**config.mk**
```make
export PLATFORM = sky130hd
export DESIGN_NAME = shift_flow_ctrl
export DESIGN_NICKNAME = d
export VERILOG_FILES = /design/src/rtl/shift_flow_ctrl.sv
export SDC_FILE = /design/constraint.sdc
export NUM_CORES = 1
export LEC_CHECK = 0
export ABC_AREA = 1
export CAP_MARGIN = 25
export CORE_ASPECT_RATIO = 0.7
export CORE_MARGIN = 4
export CORE_UTILIZATION = 51
export CTS_BUF_LIST = sky130_fd_sc_hd__clkbuf_4
export DETAILED_ROUTE_END_ITERATION = 8
export PLACE_DENSITY = 0.78
export REMOVE_ABC_BUFFERS = 1
export SLEW_MARGIN = 0
export SYNTH_ARGS = -nofsm -noshare
export SYNTH_HDL_FRONTEND = slang
export SYNTH_SLANG_ARGS = --single-unit
```
**constraint.sdc**
```tcl
create_clock -name Clock -period 4.4 [get_ports Clock]
set_clock_uncertainty 0.15 [all_clocks]
set_input_delay 0.44 -clock Clock [delete_from_list [all_inputs] [get_ports Clock]]
set_output_delay 0.44 -clock Clock [all_outputs]
set_load 0.005 [all_outputs]
```
**src/rtl/shift_flow_ctrl.sv**
```systemverilog
// ---------------------------------------------------------------------------
// shift_flow_ctrl
//
// Flow-control shell around a free-running pipelined barrel shifter.
// Requests arrive on a valid/ready handshake, are registered onto the shifter
// inputs and tagged in a valid shift register that mirrors the shifter's
// fixed latency. When a tag reaches the top of that register, the shifter
// output is captured into an output FIFO. The FIFO drains over a second
// valid/ready handshake.
//
// Credits: every launched operation has a FIFO slot reserved for it.
// The number of slots in use is the operations still inside the shifter
// plus the entries already in the FIFO. A request is accepted only while
// that total is below the FIFO depth. As a result, a capture can never
// find the FIFO full, and the shifter never needs to stall.
//
// Ports
//   Clock       in   single clock, all state on posedge
//   Reset       in   asynchronous, active-high
//   ReqValid    in   request present
//   ReqReady    out  request accepted when ReqValid is also high
//   ReqData     in   operand
//   ReqAmount   in   left-shift amount
//   ReqShiftIn  in   fill bit for vacated LSBs
//   ShIn        out  to shifter In (registered request operand)
//   ShAmount    out  to shifter ShiftAmount
//   ShShiftIn   out  to shifter ShiftIn
//   ShOut       in   from shifter Out
//   RespValid   out  FIFO head valid
//   RespReady   in   consumer takes head
//   RespData    out  FIFO head data (reads 0 when empty)
//   InFlight    out  operations currently inside the shifter
// ---------------------------------------------------------------------------
module shift_flow_ctrl #(
   parameter int DATAWIDTH = 32,
   parameter int LATENCY   = 5,
   parameter int OUTDEPTH  = 8
) (
   input  logic                         Clock,
   input  logic                         Reset,
   input  logic                         ReqValid,
   output logic                         ReqReady,
   input  logic [DATAWIDTH-1:0]         ReqData,
   input  logic [$clog2(DATAWIDTH)-1:0] ReqAmount,
   input  logic                         ReqShiftIn,
   output logic [DATAWIDTH-1:0]         ShIn,
   output logic [$clog2(DATAWIDTH)-1:0] ShAmount,
   output logic                         ShShiftIn,
   input  logic [DATAWIDTH-1:0]         ShOut,
   output logic                         RespValid,
   input  logic                         RespReady,
   output logic [DATAWIDTH-1:0]         RespData,
   output logic [$clog2(LATENCY+1):0]   InFlight
);

   localparam int AMTW  = $clog2(DATAWIDTH);
   localparam int IFW   = $clog2(LATENCY + 1) + 1;
   localparam int PTRW  = (OUTDEPTH > 1) ? $clog2(OUTDEPTH) : 1;
   localparam int CNTW  = $clog2(OUTDEPTH + 1);
   // Wide enough to hold InFlight + count without wrapping.
   localparam int USEDW = CNTW + IFW;

   // ------------------------------------------------------------------------
   // Helpers
   // ------------------------------------------------------------------------

   // Number of set bits in the valid pipe, i.e. operations not yet captured.
   function automatic logic [IFW-1:0] countOnes(input logic [LATENCY:0] vec);
      logic [IFW-1:0] total;
      total = IFW'(0);
      for (int i = 0; i <= LATENCY; i++) begin
         total = total + IFW'(vec[i]);
      end
      return total;
   endfunction

   // Pointer increment with explicit wrap, so a depth that is not a power
   // of two still works.
   function automatic logic [PTRW-1:0] nextPtr(input logic [PTRW-1:0] ptr);
      logic [PTRW-1:0] nxt;
      if (ptr == PTRW'(OUTDEPTH - 1)) begin
         nxt = PTRW'(0);
      end else begin
         nxt = ptr + PTRW'(1);
      end
      return nxt;
   endfunction

   // ------------------------------------------------------------------------
   // State
   // ------------------------------------------------------------------------
   logic [DATAWIDTH-1:0] shIn_r;
   logic [AMTW-1:0]      shAmount_r;
   logic                 shShiftIn_r;
   // Bit j set means an operation launched j+1 edges ago.
   // The top bit marks a result that is present on ShOut now.
   logic [LATENCY:0]     validPipe_r;

   logic [DATAWIDTH-1:0] fifoMem_r [OUTDEPTH];
   logic [PTRW-1:0]      wrPtr_r;
   logic [PTRW-1:0]      rdPtr_r;
   logic [CNTW-1:0]      fifoCount_r;

   logic                 accept_s;
   logic                 capture_s;
   logic                 pop_s;
   logic                 fifoEmpty_s;
   logic [IFW-1:0]       inFlight_s;
   logic [USEDW-1:0]     used_s;

   // ------------------------------------------------------------------------
   // Combinational control
   // ------------------------------------------------------------------------

   // Credit accounting and handshakes. These depend only on registered
   // state, apart from the two valid/ready ANDs.
   always_comb begin
      inFlight_s  = countOnes(validPipe_r);
      used_s      = USEDW'(inFlight_s) + USEDW'(fifoCount_r);
      fifoEmpty_s = (fifoCount_r == CNTW'(0));
      ReqReady    = (used_s < USEDW'(OUTDEPTH));
      RespValid   = !fifoEmpty_s;
      accept_s    = ReqValid & ReqReady;
      pop_s       = RespValid & RespReady;
      capture_s   = validPipe_r[LATENCY];
   end

   // FIFO head, forced to zero when empty so that stale storage never shows.
   always_comb begin
      RespData = {DATAWIDTH{1'b0}};
      if (fifoEmpty_s) begin
         RespData = {DATAWIDTH{1'b0}};
      end else begin
         RespData = fifoMem_r[rdPtr_r];
      end
   end

   assign ShIn      = shIn_r;
   assign ShAmount  = shAmount_r;
   assign ShShiftIn = shShiftIn_r;
   assign InFlight  = inFlight_s;

   // ------------------------------------------------------------------------
   // Sequential state
   // ------------------------------------------------------------------------

   // Shifter operand registers: load on accept, otherwise hold.
   always_ff @(posedge Clock or posedge Reset) begin
      if (Reset) begin
         shIn_r      <= {DATAWIDTH{1'b0}};
         shAmount_r  <= {AMTW{1'b0}};
         shShiftIn_r <= 1'b0;
      end else if (accept_s) begin
         shIn_r      <= ReqData;
         shAmount_r  <= ReqAmount;
         shShiftIn_r <= ReqShiftIn;
      end
   end

   // The valid pipe advances every cycle, because the shifter never stalls.
   // Clearing it on reset discards any operations still in flight.
   always_ff @(posedge Clock or posedge Reset) begin
      if (Reset) begin
         validPipe_r <= {(LATENCY + 1){1'b0}};
      end else begin
         validPipe_r <= {validPipe_r[LATENCY-1:0], accept_s};
      end
   end

   // FIFO storage. It needs no reset, because RespData is gated by the count.
   always_ff @(posedge Clock) begin
      if (capture_s) begin
         fifoMem_r[wrPtr_r] <= ShOut;
      end
   end

   // FIFO pointers and occupancy. Full and empty are derived from the count.
   always_ff @(posedge Clock or posedge Reset) begin
      if (Reset) begin
         wrPtr_r     <= PTRW'(0);
         rdPtr_r     <= PTRW'(0);
         fifoCount_r <= CNTW'(0);
      end else begin
         if (capture_s) begin
            wrPtr_r <= nextPtr(wrPtr_r);
         end
         if (pop_s) begin
            rdPtr_r <= nextPtr(rdPtr_r);
         end
         case ({capture_s, pop_s})
            2'b10:   fifoCount_r <= fifoCount_r + CNTW'(1);
            2'b01:   fifoCount_r <= fifoCount_r - CNTW'(1);
            default: fifoCount_r <= fifoCount_r;
         endcase
      end
   end

endmodule

```
==> key figures <==
Yosys
  – Synth warn: 0
  – Cell count after synthesis: 1,389
  – Synth Flop Type: edfxtp_1
  – Post-synth top area share: 56.3%
  – Post-synthesis instance area: 13,600 sq um
  – Post-synthesis async set-or-reset flop share: 17.4%
  – Most frequent cell after synthesis: nand2_1
  – Flop and latch count out of synthesis: 310
  – Top post-synthesis cells by area: edfxtp_1 (56%), nand2_1 (12%), dfrtp_1 (9.9%)
  – Top post-synthesis cells by count: nand2_1 (425), inv_1 (277), edfxtp_1 (256)
  – Average size of a mapped cell: 9.83 sq um
  – Sequential share of the synthesized area: 66.2%
  – Post-synth EDFFs: 256
  – Yosys top cell by area: edfxtp_1
  – Synth unique cells: 21

Min path
  – Hold path cells: 3
  – Worst Hold Launch: ReqData[29]
  – Hold Crit Class: in2reg

Clock tree
  – Clock Tree Buf Depth: 3
  – Clock-pin slew on the worst setup and hold paths: 0.07 ns
  – Root buf cell: clkbuf_4
  – Setup bufs post-CTS: 0
  – Clk_lat worst skew: 0.69 ns
  – TritonCTS Buffers: 76
  – H-tree depth: 3
  – Clk sinks: 310
  – TritonCTS clock tree: done

Layout
  – Layout cells sized above 1: 10.2%
  – Non-filler cells, final: 1,978
  – Nets: 1,659
  – Area growth, synth to finish: 21.0%
  – Final Cell Area: 16,500 sq um

Global route
  – GR Overflow Total: 0
  – Largest net degree at the start of global routing: 73
  – First-pass GRT wire length: 49.7 mm
  – Antenna violations before repair: 3
  – All-Layer GR Usage: 21.4%
  – Vias in the first global route: 9,639

Setup path
  – Worst-case reg-to-reg path depth: 17
  – Critical path origin: validPipe_r[3]
  – WS Path Type: reg2out
  – Worst path cell trace: fa_1, inv_2, fa_1, inv_1, ha_2, inv_2, fa_1, inv_2, ha_4, nand3_2, nand2_2, nand2_2, nand2_1, inv_1, clkbuf_2
  – CP Capture Type: primary output
  – Req. time, crit path: 3.81 ns
  – Startpoint types: flip-flop
  – Crit path buf inv count: 6
  – Largest stage delay, worst path: 0.56 ns
  – Signal arrival time at the worst endpoint: 3.66 ns
  – Levels on crit path: 15
  – FF-to-FF Start: validPipe_r[3]
  – CP max-delay cell: fa_1
  – Largest delay contributor family on the critical path: adder cells
  – Reg2reg setup slack: 0.44 ns
  – Critical Path Fanout Max: 2

Timing
  – Maximum clock frequency: 235 MHz
  – Slew @ Worst Pin: 0.917 ns
  – Worst slew margin: 38.8%
  – Final Hold Fails: 0
  – Final Max Slew Viols: 0
  – Fin crit period: 4.25 ns
  – Post-route clock period utilization: 96.6%
  – RSZ-0062 raised after global routing: yes
  – Setup-failing EPs final: 0

Drt
  – Routed vias: 9,732
  – DRT Wirelength: 31.2 mm
  – Initial detailed-routing violation count: 831
  – Final ANT Viol Nets: 0
  – DR vias/cell: 4.92
  – Drt wl/cell: 15.8 um
  – Drt drc: 0
  – Router iterations before antenna repair: 5

Floorplan
  – Die X: 204 um
  – Number of core rows: 49
  – I/O pin total: 150
  – DIE AREA: 29,500 sq um
  – Starting Density: 52.5%
  – Core Footprint: 26,000 sq um
  – Vert. Die Dim: 145 um

Flow run
  – Max_cap viols: 0

Outcome
  – Status: finished clean

Power and ir drop
  – Worst VDD drop: 0.000362 V
  – PnR Total Power: 11.1 mW
  – Power per cell area: 670 nW/um^2
  – Static Leak: 7.58 nW

Place
  – Placed Instances: 1,849
  – Post-DP HPWL: 18.2 mm
  – Placed Area: 15,500 sq um
  – I/O Buffers: 148
  – GP Congestion: 0.765
==> placed cells by master, fill, tap and decap left out, drive strengths merged <==
master,instances
xnor2,2
o21ai,6
dfrtp,54
buf,23
xor2,2
nand4,38
bufinv,3
clkinv,12
clkinvlp,2
clkdlybuf4s50,147
clkbuf,110
or2,1
fa,4
nor2,77
ha,10
o21a,1
edfxtp,256
nand2,425
diode,1
conb,1
inv,280
dlygate4sd3,1
nand3,165
==> state kept, by name (all words and copies together) (netlist names) <==
name         flops
validPipe_r      6
fifoMem_r      256
fifoCount_r      4
rdPtr_r          3
ShIn            32
ShAmount         5
ShShiftIn        1
wrPtr_r          3
==> worst reg2reg max path, delay by kind of cell (launching register included) <==
| family | cells | cell delay, ns |
|---|---|---|
| adder cells (fa/ha/maj) | 5 | 1.95 |
| AND/OR/NAND/NOR | 6 | 0.50 |
| flip-flops | 1 | 0.39 |
| buffers and inverters | 6 | 0.82 |
==> cell type report <==
type	count	area, sq um
Clock buffer	109	818
Multi-Input combinational cell	732	3330
Clock inverter	18	154
Inverter	279	1050
Tap cell	357	447
Timing Repair Buffer	172	1670
Antenna cell	1	2.50
Sequential cell	310	9040
Fill cell	2097	9480
==> layer usage <==
metal	vias to the layer above	track usage, %	part of all wire [%]
met3	55	4.92	6.5
li1	4792	-	-
met2	319	36.1	49
met1	4562	27.7	43
met4	4	8.02	2.1
met5	-	0	0.086
==> per-stage QoR <==
step                      setup slack, ns  TNS, ns  util [%]  hold slack [ns]
final                               0.147        0      63.5            0.163
after floorplan                    -0.486   -33.17         -            0.204
after global placement              0.598        0      59.7            0.212
after detailed placement            0.516        0      59.7            0.219
after CTS                        0.000486        0      63.4           0.0966
after global routing              -0.0751  -0.0751      63.5            0.117
==> power by group <==
group | switching (mW) | internal [mW]
logic | 2.74 | 1.95
registers | 0.242 | 3.71
clock network | 1.10 | 1.31
==> repair_timing <==
action                     CTS  global route
setup endpoints to repair    1             1
pin swaps                    0             6
gates resized for setup      1            10
hold buffers                 1             0
hold endpoints to repair    23             0
==> path summary, 6_finish.rpt <==
kind	end
worst max-delay path	ReqReady
worst min-delay path	ShIn[29]
worst max register to register	ShAmount[0]
worst min register to register	validPipe_r[5]
max in group asynchronous	ShIn[8]
min in group asynchronous	ShAmount[4]
==> kinds of logic after synthesis <==
logic type | share of synthesized area, %
buffers and inverters | 10.1
other | 0.0275
adder cells (fa/ha/maj) | 1.50
flip-flops | 66.2
XOR/XNOR | 0.257
AND/OR/NAND/NOR | 21.6
AO/OA/AOI/OAI | 0.275
Note: power is estimated with default switching activity, not from simulation.
